`src/rtl/qix_audio_out.sv`:
```
`default_nettype none
// ============================================================================
//  Module      : qix_audio_out
//  Description : Stereo DAC output stage for the Qix sound CPU. Latches the
//                8-bit DAC byte and the packed L/R volume byte, ramps each
//                channel's applied volume one step per ramp tick toward its
//                target (0 while paused), and emits signed 16-bit stereo
//                samples at a fixed rate through a 3-stage pipeline.
//  Ports       : clk_20m       - system clock
//                reset_n       - asynchronous active-low reset
//                dac_data/wr   - unsigned DAC byte (0x80 = silence) + strobe
//                vol_data/wr   - target volumes [3:0]=left [7:4]=right + strobe
//                pause         - while high both channels fade to 0
//                sound_l/r     - signed 16-bit output samples
//                sample_strobe - one-cycle pulse when sound_l/r update
//  Revision    : 1.0 - initial release
// ============================================================================
module qix_audio_out #(
    parameter int SAMPLE_DIV = 417,
    parameter int RAMP_DIV   = 20000
) (
    input  logic        clk_20m,
    input  logic        reset_n,
    input  logic [7:0]  dac_data,
    input  logic        dac_wr,
    input  logic [7:0]  vol_data,
    input  logic        vol_wr,
    input  logic        pause,
    output logic [15:0] sound_l,
    output logic [15:0] sound_r,
    output logic        sample_strobe
);

    localparam int c_SW = (SAMPLE_DIV > 1) ? $clog2(SAMPLE_DIV) : 1;
    localparam int c_RW = (RAMP_DIV > 1) ? $clog2(RAMP_DIV) : 1;
    localparam logic [c_SW-1:0] c_SAMPLE_LAST = c_SW'(SAMPLE_DIV - 1);
    localparam logic [c_RW-1:0] c_RAMP_LAST   = c_RW'(RAMP_DIV - 1);

    logic [c_SW-1:0]    r_sample_cnt;
    logic [c_RW-1:0]    r_ramp_cnt;
    logic [7:0]         r_dac_q;
    logic [3:0]         r_tgt_l, r_tgt_r;
    logic [3:0]         r_cur_l, r_cur_r;

    // Pipeline: stage 1 (captured on sample tick), stage 2 (products)
    logic               r_v1, r_v2;
    logic [8:0]         r_s;
    logic [3:0]         r_cur1_l, r_cur1_r;
    logic signed [12:0] r_p_l, r_p_r;

    logic               w_sample_tick, w_ramp_tick;
    logic [3:0]         w_eff_l, w_eff_r;
    logic [3:0]         w_cur_l_nxt, w_cur_r_nxt;
    logic [8:0]         w_s;
    logic signed [12:0] w_prod_l, w_prod_r;

    assign w_sample_tick = (r_sample_cnt == c_SAMPLE_LAST);
    assign w_ramp_tick   = (r_ramp_cnt == c_RAMP_LAST);

    assign w_eff_l = pause ? 4'd0 : r_tgt_l;
    assign w_eff_r = pause ? 4'd0 : r_tgt_r;

    // One step toward the effective target; equality holds, so the ramp can
    // never overshoot and cur stays within 0..15.
    always_comb begin
        w_cur_l_nxt = r_cur_l;
        w_cur_r_nxt = r_cur_r;
        if (r_cur_l < w_eff_l)
            w_cur_l_nxt = r_cur_l + 4'd1;
        else if (r_cur_l > w_eff_l)
            w_cur_l_nxt = r_cur_l - 4'd1;
        if (r_cur_r < w_eff_r)
            w_cur_r_nxt = r_cur_r + 4'd1;
        else if (r_cur_r > w_eff_r)
            w_cur_r_nxt = r_cur_r - 4'd1;
    end

    // Offset-binary to two's complement: -128..+127 in 9 bits.
    assign w_s = {1'b0, r_dac_q} - 9'd128;

    // 9-bit signed sample times 4-bit unsigned volume, both widened to 13 bits.
    assign w_prod_l = $signed({{4{r_s[8]}}, r_s}) * $signed({9'd0, r_cur1_l});
    assign w_prod_r = $signed({{4{r_s[8]}}, r_s}) * $signed({9'd0, r_cur1_r});

    always_ff @(posedge clk_20m or negedge reset_n) begin
        if (!reset_n) begin
            r_sample_cnt <= '0;
            r_ramp_cnt   <= '0;
        end else begin
            r_sample_cnt <= w_sample_tick ? '0 : r_sample_cnt + 1'b1;
            r_ramp_cnt   <= w_ramp_tick ? '0 : r_ramp_cnt + 1'b1;
        end
    end

    always_ff @(posedge clk_20m or negedge reset_n) begin
        if (!reset_n) begin
            r_dac_q <= 8'h80;
            r_tgt_l <= 4'hF;
            r_tgt_r <= 4'hF;
            r_cur_l <= 4'd0;
            r_cur_r <= 4'd0;
        end else begin
            if (dac_wr)
                r_dac_q <= dac_data;
            if (vol_wr) begin
                r_tgt_l <= vol_data[3:0];
                r_tgt_r <= vol_data[7:4];
            end
            // Steps toward the pre-write target when vol_wr shares the tick.
            if (w_ramp_tick) begin
                r_cur_l <= w_cur_l_nxt;
                r_cur_r <= w_cur_r_nxt;
            end
        end
    end

    always_ff @(posedge clk_20m or negedge reset_n) begin
        if (!reset_n) begin
            r_v1          <= 1'b0;
            r_v2          <= 1'b0;
            r_s           <= '0;
            r_cur1_l      <= '0;
            r_cur1_r      <= '0;
            r_p_l         <= '0;
            r_p_r         <= '0;
            sound_l       <= '0;
            sound_r       <= '0;
            sample_strobe <= 1'b0;
        end else begin
            r_v1          <= w_sample_tick;
            r_v2          <= r_v1;
            sample_strobe <= r_v2;
            if (w_sample_tick) begin
                r_s      <= w_s;
                r_cur1_l <= r_cur_l;
                r_cur1_r <= r_cur_r;
            end
            if (r_v1) begin
                r_p_l <= w_prod_l;
                r_p_r <= w_prod_r;
            end
            // |p| <= 1920 fits in 12 bits, so dropping bit 12 is lossless.
            if (r_v2) begin
                sound_l <= {r_p_l[11:0], 4'b0000};
                sound_r <= {r_p_r[11:0], 4'b0000};
            end
        end
    end

endmodule
`default_nettype wire

```
`config.mk`:
```
export PLATFORM = sky130hd
export DESIGN_NAME = qix_audio_out
export DESIGN_NICKNAME = d
export VERILOG_FILES = /design/src/rtl/qix_audio_out.sv
export SDC_FILE = /design/constraint.sdc
export NUM_CORES = 1
export LEC_CHECK = 0
export BUFFER_PORTS_ARGS = -buffer_cell sky130_fd_sc_hd__buf_2
export CELL_PAD_IN_SITES_DETAIL_PLACEMENT = 2
export CELL_PAD_IN_SITES_GLOBAL_PLACEMENT = 2
export CORE_MARGIN = 2
export CORE_UTILIZATION = 37
export DETAILED_ROUTE_END_ITERATION = 7
export GPL_ROUTABILITY_DRIVEN = 0
export GPL_TIMING_DRIVEN = 0
export PLACE_DENSITY = 0.86
export SLEW_MARGIN = 20
export SYNTH_ARGS = -nofsm -noshare
export SYNTH_HDL_FRONTEND = slang
export SYNTH_SLANG_ARGS = --single-unit
export TNS_END_PERCENT = 1
```
`constraint.sdc`:
```
create_clock -name clk_20m -period 3.38 [get_ports clk_20m]
set_input_delay 0.676 -clock clk_20m [delete_from_list [all_inputs] [get_ports clk_20m]]
set_output_delay 0.676 -clock clk_20m [all_outputs]
set_load 0.1 [all_outputs]
```
==> results of run 1 <==
==> final timing paths <==
check | startpoint | to | slack, ps
max in group asynchronous | reset_n | r_tgt_r[3] | 2350
min in group clk_20m | r_v2 | sample_strobe | 430
worst min register to register | r_v2 | sample_strobe | 430
worst max register to register | r_s[4] | r_p_r[10] | -290
worst max-delay path | r_s[4] | r_p_r[10] | -290
worst min-delay path | reset_n | sound_l[9] | 260
==> Yosys cell counts, types with 10 or more instances <==
cell / n / area [µm²]
ha_1: 57 / 713.2
xor2_1: 16 / 140.1
o21ai_0: 12 / 60.06
nand2_1: 34 / 127.6
mux2_4: 10 / 150.1
and2_1: 47 / 294.0
xnor2_1: 25 / 219.0
dfrtp_1: 106 / 2653
nand3_1: 14 / 70.07
a21oi_1: 14 / 70.07
fa_1: 34 / 680.7
nor2_1: 27 / 101.4
inv_1: 78 / 292.8
mux2_2: 60 / 675.7
==> per-stage QoR <==
step,std cells,worst slack (ps)
6_report,1051,-289.8
4_1_cts,1030,3.139
2_1_floorplan,673,108.1
3_3_place_gp,981,-192.4
3_5_place_dp,982,-327.5
5_1_grt,1051,-401.2
==> layout make-up <==
| class | count | share of cell area, % |
|---|---|---|
| Clock inverter | 5 | 1.045 |
| Tap cell | 265 | 3.460 |
| Sequential cell | 115 | 30.29 |
| Inverter | 79 | 3.094 |
| Clock buffer | 24 | 5.131 |
| Timing Repair Buffer | 84 | 5.849 |
| Buffer | 23 | 1.554 |
| Multi-Input combinational cell | 456 | 49.58 |
==> power by group through the flow <==
stage / logic [mW] / clock network (mW) / registers (mW)
4_1_cts: 0.171 / 1.89 / 1.42
5_1_grt: 0.185 / 1.98 / 1.42
2_1_floorplan: 0.105 / 0 / 1.44
3_5_place_dp: 0.167 / 0 / 1.44
3_3_place_gp: 0.149 / 0 / 1.44
6_report: 0.170 / 1.91 / 1.42
==> layout by cell type (no fill, tap or decap), types with 12 or more instances in the layout <==
master,synthesis,routed
nor2_1,27,26
ha_1,57,27
fa_1,34,31
dfrtp_1,106,95
ha_4,0,29
xor2_1,16,16
and2_1,47,34
buf_2,4,46
mux2_2,60,58
clkbuf_16,0,17
mux2_4,10,12
buf_4,9,45
inv_1,78,63
nand2_1,34,31
and2_4,1,14
inv_2,0,15
nand3_1,14,12
xnor2_1,25,22
==> state kept, by name (all words and copies together) (netlist names), 8 cells and up <==
signal        cells
r_ramp_cnt       15
r_p_l            12
r_p_r            12
sound_l          12
sound_r          12
r_sample_cnt      9
r_dac_q           8
r_s               8
==> metal layers <==
metal / vias up / routed length [µm]
met5: - / 0
met2: 209 / 15890
met3: 117 / 1136
met4: 0 / 2095
li1: 2429 / -
met1: 2954 / 10440
==> cell families after synthesis <==
family	count (synthesis)
adder cells (fa/ha/maj)	91
multiplexers	71
AO/OA/AOI/OAI	67
buffers and inverters	102
XOR/XNOR	42
flip-flops	115
other	1
AND/OR/NAND/NOR	177
==> critical path, delay by kind of cell, from the launching register on <==
family,cells,cell delay [ps]
AO/OA/AOI/OAI,4,970
buffers and inverters,3,360
flip-flops,1,470
AND/OR/NAND/NOR,1,200
adder cells (fa/ha/maj),4,1500
==> timing repair <==
action / in CTS / in global routing
endpoints found under the setup margin: 13 / 13
hold buffers: 0 / 0
gates resized for setup: 84 / 57
pin swaps: 35 / 39
setup buffers: 19 / 21
==> flow_summary.toml, run 1 <==
[setup_path]
r2r.worst_path.cells = 12
start_kind = "flip-flop"
cp.arrival_ps = 3930
path_class = "reg2reg"
critPathMaxFanout = 6
crit_chain = "and2_1 > ha_1 > fa_1 > inv_1 > fa_1 > inv_1 > ha_4 > a21o_1 > a21oi_2 > buf_4 > a221oi_1 > o311ai_1"
required_ps = 3640
crit_path_end_kind = "flip-flop"
critPathSlowestCell = "fa_1"
max_stage_delay_ps = 550

[global_route]
gr-total-overflow = 0
grt_pass1_wl_um = 39610
grt_pass1_vias = 6546
grt_use_met2_pct = 46.30
grt_use_met1_pct = 26.60
grt_use_met3_pct = 5.110
grt_start_max_net_pins = 66
antenna_found_initial = 0
gr-usage-all-layers_pct = 24.65
top_usage_layer = "met2"

[yosys]
synthAdderAreaFrac_pct = 18.78
ys_ff_latch = 115
synthDistinctLibCells = 60
avgSynthCellArea_um2 = 11.15
synthCells = 666
synth_flop_cell = "dfrtp_1"
synth_area_um2 = 7423
yosysWarnings = 0
seq_area_frac_synth_pct = 38.92
synthArstFlopShare_pct = 100.0
synth-edff-count = 0
synth_compound_area_share_pct = 6.506
synth_mux_area_share_pct = 11.28
synth_top_family_by_area = "adder cells"
yosys.area_share.xor_xnor_pct = 5.056
synthSimpleGateAreaFrac_pct = 13.47

[floorplanning]
fp.dieW_um = 145.6
coreArea_um2 = 19590
start_util_pct = 37.89
pin_count = 54
die_height_um = 145.6
row_count = 51
dieArea_um2 = 21210

[timing]
tightest_slew_ps = 876.6
rsz0062_at_grt = "true"
finalSetupViolations = 12
setup_slack_ps = -289.8
hold_slack_ps = 255.6
min_period_over_period_pct = 108.6
slew_violations = 0
skew_ps = 14.68
period_minus_slack_ps = 3670
relSlewSlack_pct = 41.56
timing.fmax_ghz = 0.2725
hold_viol = 0
setup_tns_ps = -1929

[clocking]
cts_buffers = 17
cts-htree-levels = 4
cts-root-buf = "clkbuf_16"
cts_sinks = 115
clkTransAtPathRegs_ps = 60
insertion_delay_ps = 440
cts_tree = "built"
clk_path_buf_depth = 2

[power_and_ir_drop]
ir_worst_vdd_v = 0.0002428
power.internal_mw = 2.684
clkPwrFrac_pct = 54.6
power_frac_comb_pct = 4.9
switching_power_uw = 812.5
leakagePower_nw = 4.457
power_density_nw_per_um2 = 364.9
seq_power_share_pct = 40.6
p_total_mw = 3.497
swShare_pct = 23.23

[placement]
hpwl_um = 14330
port-buffer-count = 43
placed_area_um2 = 8030

[layout]
area.growth.synth_to_final_pct = 29.09
final_layout_size_suffix_gt1_share_pct = 41.86
multi_input_area_um2 = 4751
nets = 888
fin_util_pct = 48.92
seq_area_um2 = 2903
final_area_um2 = 9583
antenna_cells = 0
final.fill_count = 1945

[drt]
wl_um = 29570
drtIter0Drc = 250
first_pass_iters = 5
drc = 0
drt.antenna.violating_nets = 0
num_vias = 5709
viasPerCell = 5.432
wl_per_cell_um = 28.13

[run]
cap_violations = 0

[run_status]
violations = "negative setup slack"
status = "complete, but fails checks"

[min_path]
hold_class = "in2async"
Power figures use the tool's default switching activity.
==> run 2: changes to the inputs <==
--- a/config.mk
+++ b/config.mk
@@ -13,7 +13,7 @@
 export DETAILED_ROUTE_END_ITERATION = 7
 export GPL_ROUTABILITY_DRIVEN = 0
 export GPL_TIMING_DRIVEN = 0
-export PLACE_DENSITY = 0.86
+export PLACE_DENSITY = 0.85
 export SLEW_MARGIN = 20
 export SYNTH_ARGS = -nofsm -noshare
 export SYNTH_HDL_FRONTEND = slang
==> flow_summary.toml, run 2 (synthesis gave the netlist of run 1 again) <==
[power_and_ir_drop]
p_total_mw = 3.762
leakagePower_nw = 4.601
power_frac_comb_pct = 4.5
power_density_nw_per_um2 = 382.9
swShare_pct = 22.80
switching_power_uw = 857.8
ir_worst_vdd_v = 0.0003681
seq_power_share_pct = 37.7
clkPwrFrac_pct = 57.8
power.internal_mw = 2.904

[layout]
area.growth.synth_to_final_pct = 32.36
layout_commonest_cell = "dfrtp_1"
nets = 897
final_cell_mix = "dfrtp_1, inv_1, mux2_2, buf_4, buf_2"
fin_util_pct = 50.16
final_layout_size_suffix_gt1_share_pct = 43.23
top_register = "r_ramp_cnt"
antenna_cells = 0
fin_cells = 1063
largest_reg_flops = 15

[floorplanning]
start_util_pct = 37.89
row_count = 51
fp.dieW_um = 145.6
coreArea_um2 = 19590
dieArea_um2 = 21210
die_height_um = 145.6
pin_count = 54

[clocking]
clkTransAtPathRegs_ps = 60
cts_sinks = 115
cts-htree-levels = 4
clk_path_buf_depth = 2
cts_tree = "built"
insertion_delay_ps = 450
hold_buffers = 0
cts-root-buf = "clkbuf_16"
cts_buffers = 17

[timing]
hold_slack_ps = 217.8
relSlewSlack_pct = 38.39
finalSetupViolations = 11
slew_violations = 0
setup_tns_ps = -1414
period_minus_slack_ps = 3572
skew_ps = 14.64
rsz0062_at_grt = "true"
timing.fmax_ghz = 0.2800
min_period_over_period_pct = 105.7
tightest_slew_ps = 924.1
setup_slack_ps = -191.9
hold_viol = 0

[drt]
drtIter0Drc = 168
drt.antenna.violating_nets = 0
first_pass_iters = 4
viasPerCell = 5.315
wl_um = 28190
drc = 0
wl_per_cell_um = 26.52
num_vias = 5650

[setup_path]
rr_startpoint = "r_cur1_l[2]"
critPathSlowestCell = "fa_1"
cp.arrival_ps = 3890
crit_chain = "buf_4 > and2_1 > ha_1 > inv_2 > fa_1 > fa_1 > inv_2 > ha_4 > a211oi_4 > o21ai_4 > a41oi_2 > xnor2_2 > mux2_2"
crit_path_end_kind = "flip-flop"
max_stage_delay_ps = 620
critPathMaxFanout = 6
cp-startpoint = "r_cur1_l[2]"
required_ps = 3700
path_class = "reg2reg"
start_kind = "flip-flop"

[run]
cap_violations = 0

[global_route]
gr-total-overflow = 0
gr-usage-all-layers_pct = 23.88
grt_start_max_net_pins = 60
antenna_found_initial = 0
grt_pass1_wl_um = 38410
grt_pass1_vias = 6553

[run_status]
status = "complete, but fails checks"
violations = "negative setup slack"

[min_path]
hold_class = "in2async"

[placement]
hpwl_um = 13770
port-buffer-count = 43
placed_cells = 982
run 2: repair_timing:
item / CTS / global route
endpoints found under the setup margin: 12 / 12
gates cloned: 0 / 0
pin swaps: 22 / 62
setup buffers: 28 / 21
gates resized for setup: 68 / 83
run 2: stage by stage:
step	area [µm²]	setup WS [ps]
after floorplan	7450	108.1
after global placement	7996	-219.3
after detailed placement	8030	-321.4
after CTS	9285	-15.16
after global routing	9826	-266.9
final	9826	-191.9
run 2: power by group through the flow:
stage / Clock [mW] / Sequential, mW / Combinational (mW)
2_1_floorplan: 0 / 1.44 / 0.105
3_3_place_gp: 0 / 1.44 / 0.149
3_5_place_dp: 0 / 1.44 / 0.165
4_1_cts: 2.17 / 1.42 / 0.169
5_1_grt: 2.25 / 1.42 / 0.186
6_report: 2.18 / 1.42 / 0.168
run 2: final timing paths:
path | endpoint | slack (ps) | cells past startpoint
setup / recovery | r_p_l[9] | -190 | 13
setup reg to reg | r_p_l[9] | -190 | 13
hold / removal | r_p_l[8] | 220 | 1
hold reg to reg | sample_strobe | 430 | 0
max in group asynchronous | r_tgt_r[1] | 2390 | 2
min in group clk_20m | sample_strobe | 430 | 0
run 2: routing by layer:
metal | GRT usage [%] | share of wire [%]
met5 | 0 | 0
met4 | 11.52 | 5.1
met3 | 3.824 | 2.9
met2 | 45.69 | 55
met1 | 25.41 | 37
run 2: layout make-up:
cell class | instances | area [µm²]
tap | 265 | 331.6
sequential | 115 | 2903
inverter | 79 | 296.5
buffer | 23 | 145.1
multi-input combinational | 456 | 4826
clock inverter | 12 | 225.2
fill | 1920 | 9764
timing repair buffer | 93 | 631.9
clock buffer | 20 | 466.7
run 2: worst max-delay path: cells and delay by family, from the launching register on:
kind	cells	cell delay, ps
multiplexers	1	290
AND/OR/NAND/NOR	1	150
flip-flops	1	460
AO/OA/AOI/OAI	3	650
buffers and inverters	3	330
adder cells (fa/ha/maj)	4	1450
XOR/XNOR	1	120
==> run 3: changes to the inputs <==
==> constraint.sdc (replaced) <==
create_clock -name clk_20m -period 3 [get_ports clk_20m]
set_input_delay 0.6 -clock clk_20m [delete_from_list [all_inputs] [get_ports clk_20m]]
set_output_delay 0.6 -clock clk_20m [all_outputs]
set_load 0.1 [all_outputs]
==> flow_summary.toml, run 3 (synthesis gave the netlist of run 1 again) <==
[drt]
num_vias = 5622
drc = 0
wl_um = 27500
wl_per_cell_um = 25.89
drt.antenna.violating_nets = 0
drtIter0Drc = 292
viasPerCell = 5.294
first_pass_iters = 4

[layout]
largest_reg_flops = 15
area.growth.synth_to_final_pct = 31.55
layout_commonest_cell = "dfrtp_1"
final_cell_mix = "dfrtp_1, inv_1, mux2_2, buf_4, buf_2"
fin_util_pct = 49.85
nets = 896
fin_cells = 1062
final_layout_size_suffix_gt1_share_pct = 43.79
top_register = "r_ramp_cnt"
final_area_um2 = 9766
antenna_cells = 0

[run_status]
status = "complete, but fails checks"
violations = "negative setup slack"

[floorplanning]
start_util_pct = 37.89
row_count = 51
coreArea_um2 = 19590
dieArea_um2 = 21210
pin_count = 54
fp.dieW_um = 145.6
die_height_um = 145.6

[global_route]
grt_pass1_vias = 6556
antenna_found_initial = 0
grt_pass1_wl_um = 38480
grt_start_max_net_pins = 60
gr-total-overflow = 0
gr-usage-all-layers_pct = 23.72

[setup_path]
cp.arrival_ps = 3870
worst-path-buf-inv = 3
crit_path_end_kind = "flip-flop"
required_ps = 3310
path_class = "reg2reg"
max_stage_delay_ps = 550
critPathSlowestCell = "fa_1"
crit_family = "adder cells"
crit_chain = "buf_4 > and2_4 > ha_4 > fa_1 > inv_1 > fa_1 > inv_2 > ha_4 > o21ai_4 > o21ai_2 > a41oi_2 > xnor2_1 > mux2_2"
critPathMaxFanout = 6
start_kind = "flip-flop"

[timing]
period_minus_slack_ps = 3559
min_period_over_period_pct = 118.6
hold_slack_ps = 150.8
relSlewSlack_pct = 53.15
setup_slack_ps = -558.9
hold_viol = 0
slew_violations = 0
finalSetupViolations = 16
setup_tns_ps = -5683
timing.fmax_ghz = 0.2810
tightest_slew_ps = 702.7
skew_ps = 17.68
rsz0062_at_grt = "true"

[placement]
placed_area_um2 = 8284
placed_cells = 982
dp_slack_ps = -443.2
port-buffer-count = 43
hpwl_um = 14400

[clocking]
hold_buffers = 0
clkTransAtPathRegs_ps = 70
cts_sinks = 115
cts-htree-levels = 4
cts_tree = "built"
cts-root-buf = "clkbuf_16"
clk_path_buf_depth = 2
cts_buffers = 17
insertion_delay_ps = 430

[power_and_ir_drop]
leakagePower_nw = 4.583
p_total_mw = 4.110
power_density_nw_per_um2 = 420.8
ir_worst_vdd_v = 0.0003341

[min_path]
hold_class = "in2async"

[run]
cap_violations = 0
## run 3: cell count changes in the layout (fill, tap and decap cells not counted), sizes merged
cell and change:
buf -2, bufinv -1, clkbuf -1, clkinv +5, clkinvlp -2, dlymetal6s2s +1, inv -1
## run 3: path summary, 6_finish.rpt
check	from	endpoint	slack, ps	depth (start not counted)
worst max-delay path	r_s[3]	r_p_l[9]	-560	13
worst min-delay path	reset_n	sound_l[8]	150	1
worst max register to register	r_s[3]	r_p_l[9]	-560	13
worst min register to register	r_v2	sample_strobe	430	0
max in group asynchronous	reset_n	r_tgt_r[2]	2070	2
min in group clk_20m	vol_data[7]	r_tgt_r[3]	410	2
## run 3: final cells by class
cell class	instances	area (µm²)
inverter	79	296.5
clock buffer	19	442.9
fill	1913	9824
tap	265	331.6
sequential	115	2903
buffer	23	148.9
timing repair buffer	92	640.6
multi-input combinational	456	4795
clock inverter	13	207.7
## run 3: routing by layer
metal	part of all wire, %	GRT usage (%)	up-vias
li1	-	-	2450
met1	37	25.56	2963
met2	56	44.36	140
met3	2.7	4.514	69
met4	4.7	11.67	0
met5	0	0	-
## run 3: where the power goes
part / leakage (nW) / internal, mW / switching, mW
Clock: 0.317 / 1.50 / 0.825
Sequential: 1.48 / 1.58 / 0.0180
Combinational: 2.78 / 0.0640 / 0.123
## run 3: timing repair
action / CTS / global route
pin swaps: 32 / 45
resized for setup: 64 / 49
buffers inserted: 27 / 21
endpoints found under the setup margin: 15 / 15
